==> src/rtl/memory_pkg.sv <==
// Shared types for the memory models: access FSM states and lane geometry helper.
package memory_pkg;

  typedef enum logic [1:0] {
    IDLE = 2'd0,
    BUSY = 2'd1,
    HOLD = 2'd2
  } state_t;

  typedef struct packed {
    logic [31:0] lanes;
    logic [31:0] lane_bits;
  } lane_info_t;

  function automatic lane_info_t lane_info(input int data_size, input int byte_size);
    lane_info_t li;
    li.lanes     = 32'(data_size / byte_size);
    li.lane_bits = 32'($clog2(data_size / byte_size));
    return li;
  endfunction

endpackage

==> src/rtl/busy_ram_if.sv <==
// Request/response bundle between a memory client (master) and busy_ram (slave).
// Handshake: master raises chip_select while busy is low; the request is taken on that
// edge, busy stays high for the access, and chip_select must drop once before the next request.
interface busy_ram_if #(
  parameter int ADDR_SIZE = 8,
  parameter int BYTE_SIZE = 8,
  parameter int DATA_SIZE = 64
);
  logic                           chip_select;
  logic [ADDR_SIZE-1:0]           address;
  logic [DATA_SIZE-1:0]           write_data;
  logic [DATA_SIZE/BYTE_SIZE-1:0] byte_write_enable;
  logic [DATA_SIZE-1:0]           read_data;
  logic                           busy;
  logic                           misaligned;

  modport master (
    output chip_select, address, write_data, byte_write_enable,
    input  read_data, busy, misaligned
  );

  modport slave (
    input  chip_select, address, write_data, byte_write_enable,
    output read_data, busy, misaligned
  );
endinterface

==> src/rtl/busy_counter.sv <==
// Loadable down-counter with zero flag; times the busy window of the RAM and ROM models.
module busy_counter #(
  parameter int WIDTH = 4
) (
  input  logic             clock,
  input  logic             reset,
  input  logic             load,
  input  logic             enable,
  input  logic [WIDTH-1:0] load_value,
  output logic [WIDTH-1:0] count,
  output logic             zero
);

  always_ff @(posedge clock) begin
    if (!reset) begin
      count <= '0;
    end else if (load) begin
      count <= load_value;
    end else if (enable && (count != '0)) begin
      count <= count - 1'b1;
    end
  end

  assign zero = (count == '0);

endmodule

==> src/rtl/busy_ram.sv <==
// Byte-addressable single-port RAM with a multi-cycle busy handshake and write-at-completion.
// Define BUSY_RAM_MISALIGN_TRAP_EN to trap misaligned accesses instead of aligning them down.
module busy_ram
  import memory_pkg::*;
#(
  parameter int    ADDR_SIZE = 8,
  parameter int    BYTE_SIZE = 8,
  parameter int    DATA_SIZE = 64,
  parameter int    BUSY_TIME = 12,
  parameter string INIT_FILE = ""
) (
  input  logic     clock,
  input  logic     reset,
  busy_ram_if.slave bus,
  output state_t   state
);

  localparam lane_info_t LI        = lane_info(DATA_SIZE, BYTE_SIZE);
  localparam int         LANES     = int'(LI.lanes);
  localparam int         LANE_BITS = int'(LI.lane_bits);
  localparam int         WORD_BITS = ADDR_SIZE - LANE_BITS;
  localparam int         DEPTH     = 1 << WORD_BITS;
  localparam int         CNT_W     = $clog2(BUSY_TIME) + 1;
  localparam logic [CNT_W-1:0]     LOAD_VAL = CNT_W'(BUSY_TIME - 1);
  localparam logic [ADDR_SIZE-1:0] LOW_MASK = ADDR_SIZE'((1 << LANE_BITS) - 1);

  reg [DATA_SIZE-1:0] mem [0:DEPTH-1];

  logic [ADDR_SIZE-1:0] addr_q;
  logic [DATA_SIZE-1:0] wdata_q;
  logic [LANES-1:0]     bwe_q;
  logic                 trap_q;
  logic                 busy_q;
  logic                 misaligned_q;
  logic [DATA_SIZE-1:0] rdata_q;
  logic [DATA_SIZE-1:0] merged;
  logic [WORD_BITS-1:0] word_idx;
  logic [CNT_W-1:0]     count;
  logic                 zero;
  logic                 accept;
  logic                 complete;
  logic                 req_misaligned;

`ifdef BUSY_RAM_MISALIGN_TRAP_EN
  assign req_misaligned = ((bus.address & LOW_MASK) != '0);
`else
  // Low address bits are simply dropped by the word index below.
  assign req_misaligned = 1'b0;
`endif

  assign word_idx = addr_q[ADDR_SIZE-1:LANE_BITS];
  assign accept   = (state == IDLE) && bus.chip_select;
  assign complete = (state == BUSY) && zero;

  busy_counter #(.WIDTH(CNT_W)) u_counter (
    .clock      (clock),
    .reset      (reset),
    .load       (accept),
    .enable     (state == BUSY),
    .load_value (LOAD_VAL),
    .count      (count),
    .zero       (zero)
  );

  always_comb begin
    merged = mem[word_idx];
    for (int i = 0; i < LANES; i++) begin
      if (bwe_q[i]) merged[i*BYTE_SIZE +: BYTE_SIZE] = wdata_q[i*BYTE_SIZE +: BYTE_SIZE];
    end
  end

  // Memory is deliberately outside the reset domain; an aborted access never reaches here.
  always_ff @(posedge clock) begin
    for (int i = 0; i < LANES; i++) begin
      if (reset && complete && !trap_q && bwe_q[i]) begin
        mem[word_idx][i*BYTE_SIZE +: BYTE_SIZE] <= wdata_q[i*BYTE_SIZE +: BYTE_SIZE];
      end
    end
  end

  always_ff @(posedge clock) begin
    if (!reset) begin
      state        <= IDLE;
      busy_q       <= 1'b0;
      rdata_q      <= '0;
      misaligned_q <= 1'b0;
      addr_q       <= '0;
      wdata_q      <= '0;
      bwe_q        <= '0;
      trap_q       <= 1'b0;
    end else begin
      case (state)
        IDLE: begin
          if (bus.chip_select) begin
            addr_q       <= bus.address;
            wdata_q      <= bus.write_data;
            bwe_q        <= bus.byte_write_enable;
            trap_q       <= req_misaligned;
            misaligned_q <= 1'b0;
            busy_q       <= 1'b1;
            state        <= BUSY;
          end
        end
        BUSY: begin
          if (zero) begin
            busy_q <= 1'b0;
            state  <= HOLD;
            if (trap_q) misaligned_q <= 1'b1;
            else        rdata_q      <= merged;
          end
        end
        HOLD: begin
          // A held chip_select must be released before another access can start.
          if (!bus.chip_select) state <= IDLE;
        end
        default: state <= IDLE;
      endcase
    end
  end

  assign bus.busy       = busy_q;
  assign bus.read_data  = rdata_q;
  assign bus.misaligned = misaligned_q;

endmodule
==> src/flat_wrapper.sv <==
// flat-port wrapper written by rule: the top's interface ports become plain ports
module busy_ram_flat import memory_pkg::*;
#(
  parameter int    ADDR_SIZE = 8,
  parameter int    BYTE_SIZE = 8,
  parameter int    DATA_SIZE = 64,
  parameter int    BUSY_TIME = 12,
  parameter string INIT_FILE = ""
)
  (clock, reset, state, bus_chip_select, bus_address, bus_write_data, bus_byte_write_enable, bus_read_data, bus_busy, bus_misaligned);
  busy_ram_if #(.ADDR_SIZE(ADDR_SIZE), .BYTE_SIZE(BYTE_SIZE), .DATA_SIZE(DATA_SIZE)) bus_i ();
  input  logic clock;
  input  logic reset;
  output state_t state;
  input wire logic [$bits(bus_i.chip_select)-1:0] bus_chip_select;
  input wire logic [$bits(bus_i.address)-1:0] bus_address;
  input wire logic [$bits(bus_i.write_data)-1:0] bus_write_data;
  input wire logic [$bits(bus_i.byte_write_enable)-1:0] bus_byte_write_enable;
  output wire logic [$bits(bus_i.read_data)-1:0] bus_read_data;
  output wire logic [$bits(bus_i.busy)-1:0] bus_busy;
  output wire logic [$bits(bus_i.misaligned)-1:0] bus_misaligned;
  assign bus_i.chip_select = bus_chip_select;
  assign bus_i.address = bus_address;
  assign bus_i.write_data = bus_write_data;
  assign bus_i.byte_write_enable = bus_byte_write_enable;
  assign bus_read_data = bus_i.read_data;
  assign bus_busy = bus_i.busy;
  assign bus_misaligned = bus_i.misaligned;
  busy_ram #(.ADDR_SIZE(ADDR_SIZE), .BYTE_SIZE(BYTE_SIZE), .DATA_SIZE(DATA_SIZE), .BUSY_TIME(BUSY_TIME), .INIT_FILE(INIT_FILE)) u_core (.clock(clock), .reset(reset), .bus(bus_i), .state(state));
endmodule
==> config.mk <==
export PLATFORM = sky130hd
export DESIGN_NAME = busy_ram_flat
export DESIGN_NICKNAME = d
export VERILOG_FILES = /design/src/rtl/memory_pkg.sv /design/src/rtl/busy_ram_if.sv /design/src/rtl/busy_counter.sv /design/src/rtl/busy_ram.sv /design/src/flat_wrapper.sv
export SDC_FILE = /design/constraint.sdc
export NUM_CORES = 2
export LEC_CHECK = 0
export CORE_ASPECT_RATIO = 1.1
export CORE_UTILIZATION = 65
export DETAILED_ROUTE_END_ITERATION = 7
export PLACE_DENSITY = 0.83
export SLEW_MARGIN = 0
export SYNTH_ARGS = -nofsm -noshare
export SYNTH_HDL_FRONTEND = slang
export SYNTH_SLANG_ARGS = --single-unit
==> constraint.sdc <==
create_clock -name clock -period 5.33 [get_ports clock]
set_input_delay 1.599 -clock clock [delete_from_list [all_inputs] [get_ports clock]]
set_output_delay 1.599 -clock clock [all_outputs]
set_load 0.05 [all_outputs]
==> qor.yml <==
outcome: "complete, but fails checks"
violations: "design-rule violations, max-capacitance violations, max-slew violations"
standard_cell_core_area_sq_um: 129000
route.vias.total: 48900
drive_above_1_share_pct: 15.8
holdCritPathClass: "reg -> reg"
grt_antenna_before_repair: 13
fin_crit_sh_pct: 90.2
synthDominantAreaCellType: "sky130_fd_sc_hd__edfxtp_1"
via_per_inst: 7.15
number_of_flops_mapped_to_enable_cells_by_yosys: 2048
synth_seq_cells: 2197
synthArstFlopShare_pct: 0
synthTopCellsByArea: "sky130_fd_sc_hd__edfxtp_1 (73%), sky130_fd_sc_hd__mux4_2 (6.7%), sky130_fd_sc_hd__mux2i_1 (6.2%)"
cts-buffers-inserted: 197
critical_path.endpoint_type: "flop"
nFillCells: 6930
ir_worst_vdd_uv: 396
ys_seq_area_share_pct: 76.3
critPathArrivalTime_ns: 5.26
r2r.worst_path.cells: 5
worstPathMaxFanout: 20
report.final.hold_viol_count: 0
crit_path_time_final_ns: 4.81
clock_latency_ns: 0.85
die_w_microns: 346
i_o_pin_count: 151
syn-cell-area_sq_um: 84500
cts_htree_levels: 4
synthesis.nets: 4767
dpl_cell_area_sq_um: 88800
max-slew-margin-rel_pct: -1.20
power-per-cell-area_nw_per_um2: 375
cts_root_buffer: "sky130_fd_sc_hd__clkbuf_16"
slowest_delay_ns: 1.05
clock.fmax_mhz: 208
total_power_mw: 35.7
final_cells: 6841
dp.cells: 6461
critical-path-slowest-cell: "sky130_fd_sc_hd__nor2_1"
floorplan.initialDensity_pct: 65.6
globalRouteTotalUtil_pct: 35.7
syn-mean-instance-area_sq_um: 18.1
fp.dieH_microns: 380
path_class: "reg -> reg"
cts-resized-gates: 0
design.die.area_sq_um: 132000
area_delta_synth_final_pct: 12.6
timing.max_cap.violations: 1
detailedPlacementHpwl_mm: 139
grt_setup_unrepaired: "no"
placementRows: 138
setup.worst_path.start_class: "flop"
grt_pass1_vias: 47900
synth-main-ff-cell: "sky130_fd_sc_hd__edfxtp_1"
drt_pass1_iterations: 8
dr.first_iter.drc_count: 7958
gpl.final_weighted_congestion: 0.917
tightestPinTransition_ns: 1.52
clock-sinks: 2197
hold-path-cell-count: 2
final_nets: 5064
finalCoreUtilization_pct: 73.9
path_clk_slew_ns: 0.07
post_synth_inst_count: 4683
worst-endpoint-required_ns: 5.79
multiInputGateArea_sq_um: 18800
critical_path.cell_chain: "inv_2, nor2_4, and2_2, nand2_1, nor2_1"
mostFrequentLayoutCells: "sky130_fd_sc_hd__edfxtp_1 (2,048), sky130_fd_sc_hd__mux2i_1 (520), sky130_fd_sc_hd__nand2_1 (294), sky130_fd_sc_hd__nor2_1 (294), sky130_fd_sc_hd__mux4_2 (250)"
cts_tree: "done"
tns_ns: 0
layout_commonest_cell: "sky130_fd_sc_hd__edfxtp_1"
wire_per_inst_microns: 34.2
ys_warn_count: 0
detail_route.drc_violations: 5
drt_antenna_net_count: 0
port-buffer-count: 146
leakagePower_nw: 29.5
final-setup-viol-count: 0
skew_ns: 0.0330
synth.top_cell.area_share_pct: 72.7
cts_max_path_buffers: 3
grt_pass1_wl_mm: 331
pin_count_of_the_biggest_net_entering_global_routing: 124
finalMaxSlewViolations: 35
register_area_sq_um: 64500
post_synth_num_cell_types: 62
routed_wirelength_mm: 234
final_design_area_no_fill_sq_um: 95200
post_cts.repair.setup_buffers: 0
globalRouteOverflowTotal: 0
cts_hold_buf: 0
-- cell usage after synthesis (all sizes together) (7+ instances only) --
master      n
a21boi     82
a21o        7
a21oi      47
a221oi     17
a22o       14
a22oi     159
a31oi       9
a32o       24
and4       12
buf       152
clkbuf    135
dfxtp     149
edfxtp   2048
inv        12
mux2i     520
mux4      250
nand2     297
nand2b     31
nand3      54
nand4      54
nor2      301
nor2b      10
nor3       15
nor4       32
o2111ai    15
o21ai      90
o221ai     15
o22ai      83
-- layer usage --
metal | routed length, microns | global-route usage, % | vias up
li1 | - | - | 19300
met1 | 76200 | 45.8 | 24200
met2 | 107000 | 54.5 | 4528
met3 | 34000 | 10.4 | 910
met4 | 16200 | 21.3 | 10
met5 | 72 | 0.364 | -
-- where the power goes --
group          switching [mW]  leakage, nW  internal (mW)
Combinational            1.59         6.64          0.825
Clock                    6.25         3.09           7.66
Sequential              0.331         19.7           19.0
-- flip-flops by register name, summed over array words and instances, names as in the netlist --
register and cells:
u_core.wdata_q 64, u_core.bwe_q 8, u_core.state 2, u_core.u_counter.count 5
u_core.addr_q 5, u_core.mem 2048, u_core.bus.busy 1, u_core.bus.read_data 64
-- area by class of cell --
cell class	count	share of cell area, %
inverters	13	0.0513
well taps	1680	2.21
clock buffers	261	5.60
flip-flops and latches	2197	67.8
diodes	12	0.0315
repair buffers	385	3.56
multi-input cells	2186	19.8
clock inverters	107	1.03
-- worst paths after layout --
kind	end	slack (ns)	start
setup / recovery	u_core.mem[14][19]$_DFFE_PP_	0.52	u_core.addr_q[5]$_SDFFE_PN0P_
hold / removal	u_core.bus.read_data[63]$_SDFFE_PN0P_	0.45	u_core.bus.read_data[63]$_SDFFE_PN0P_
setup reg to reg	u_core.mem[14][19]$_DFFE_PP_	0.52	u_core.addr_q[5]$_SDFFE_PN0P_
hold reg to reg	u_core.bus.read_data[63]$_SDFFE_PN0P_	0.45	u_core.bus.read_data[63]$_SDFFE_PN0P_
-- kinds of logic (layout without fill, tap and decap cells) --
group	count (synthesis)	count (layout)	share of synthesized area, %
mux	775	775	12.9
other cells	1	13	0.00444
flops	2197	2197	76.3
simple gates	826	826	4.35
fa+ha+maj	1	1	0.0148
compound gates	580	580	4.80
buf+inv	300	766	1.65
xor+xnor	3	3	0.0311
-- critical path, delay by kind of cell, from the launching register on --
| family | cells | cell delay, ns |
|---|---|---|
| buffers and inverters | 1 | 0.47 |
| DFF | 1 | 0.76 |
| and+or+nand+nor | 4 | 3.14 |
-- stage by stage --
step | setup slack (ns) | hold WS, ns
2_1_floorplan | 2.29 | 0.454
3_3_place_gp | 1.11 | 0.438
3_5_place_dp | 0.917 | 0.441
4_1_cts | 0.897 | 0.450
5_1_grt | 0.830 | 0.472
6_report | 0.525 | 0.446
Power figures use the tool's default switching activity.
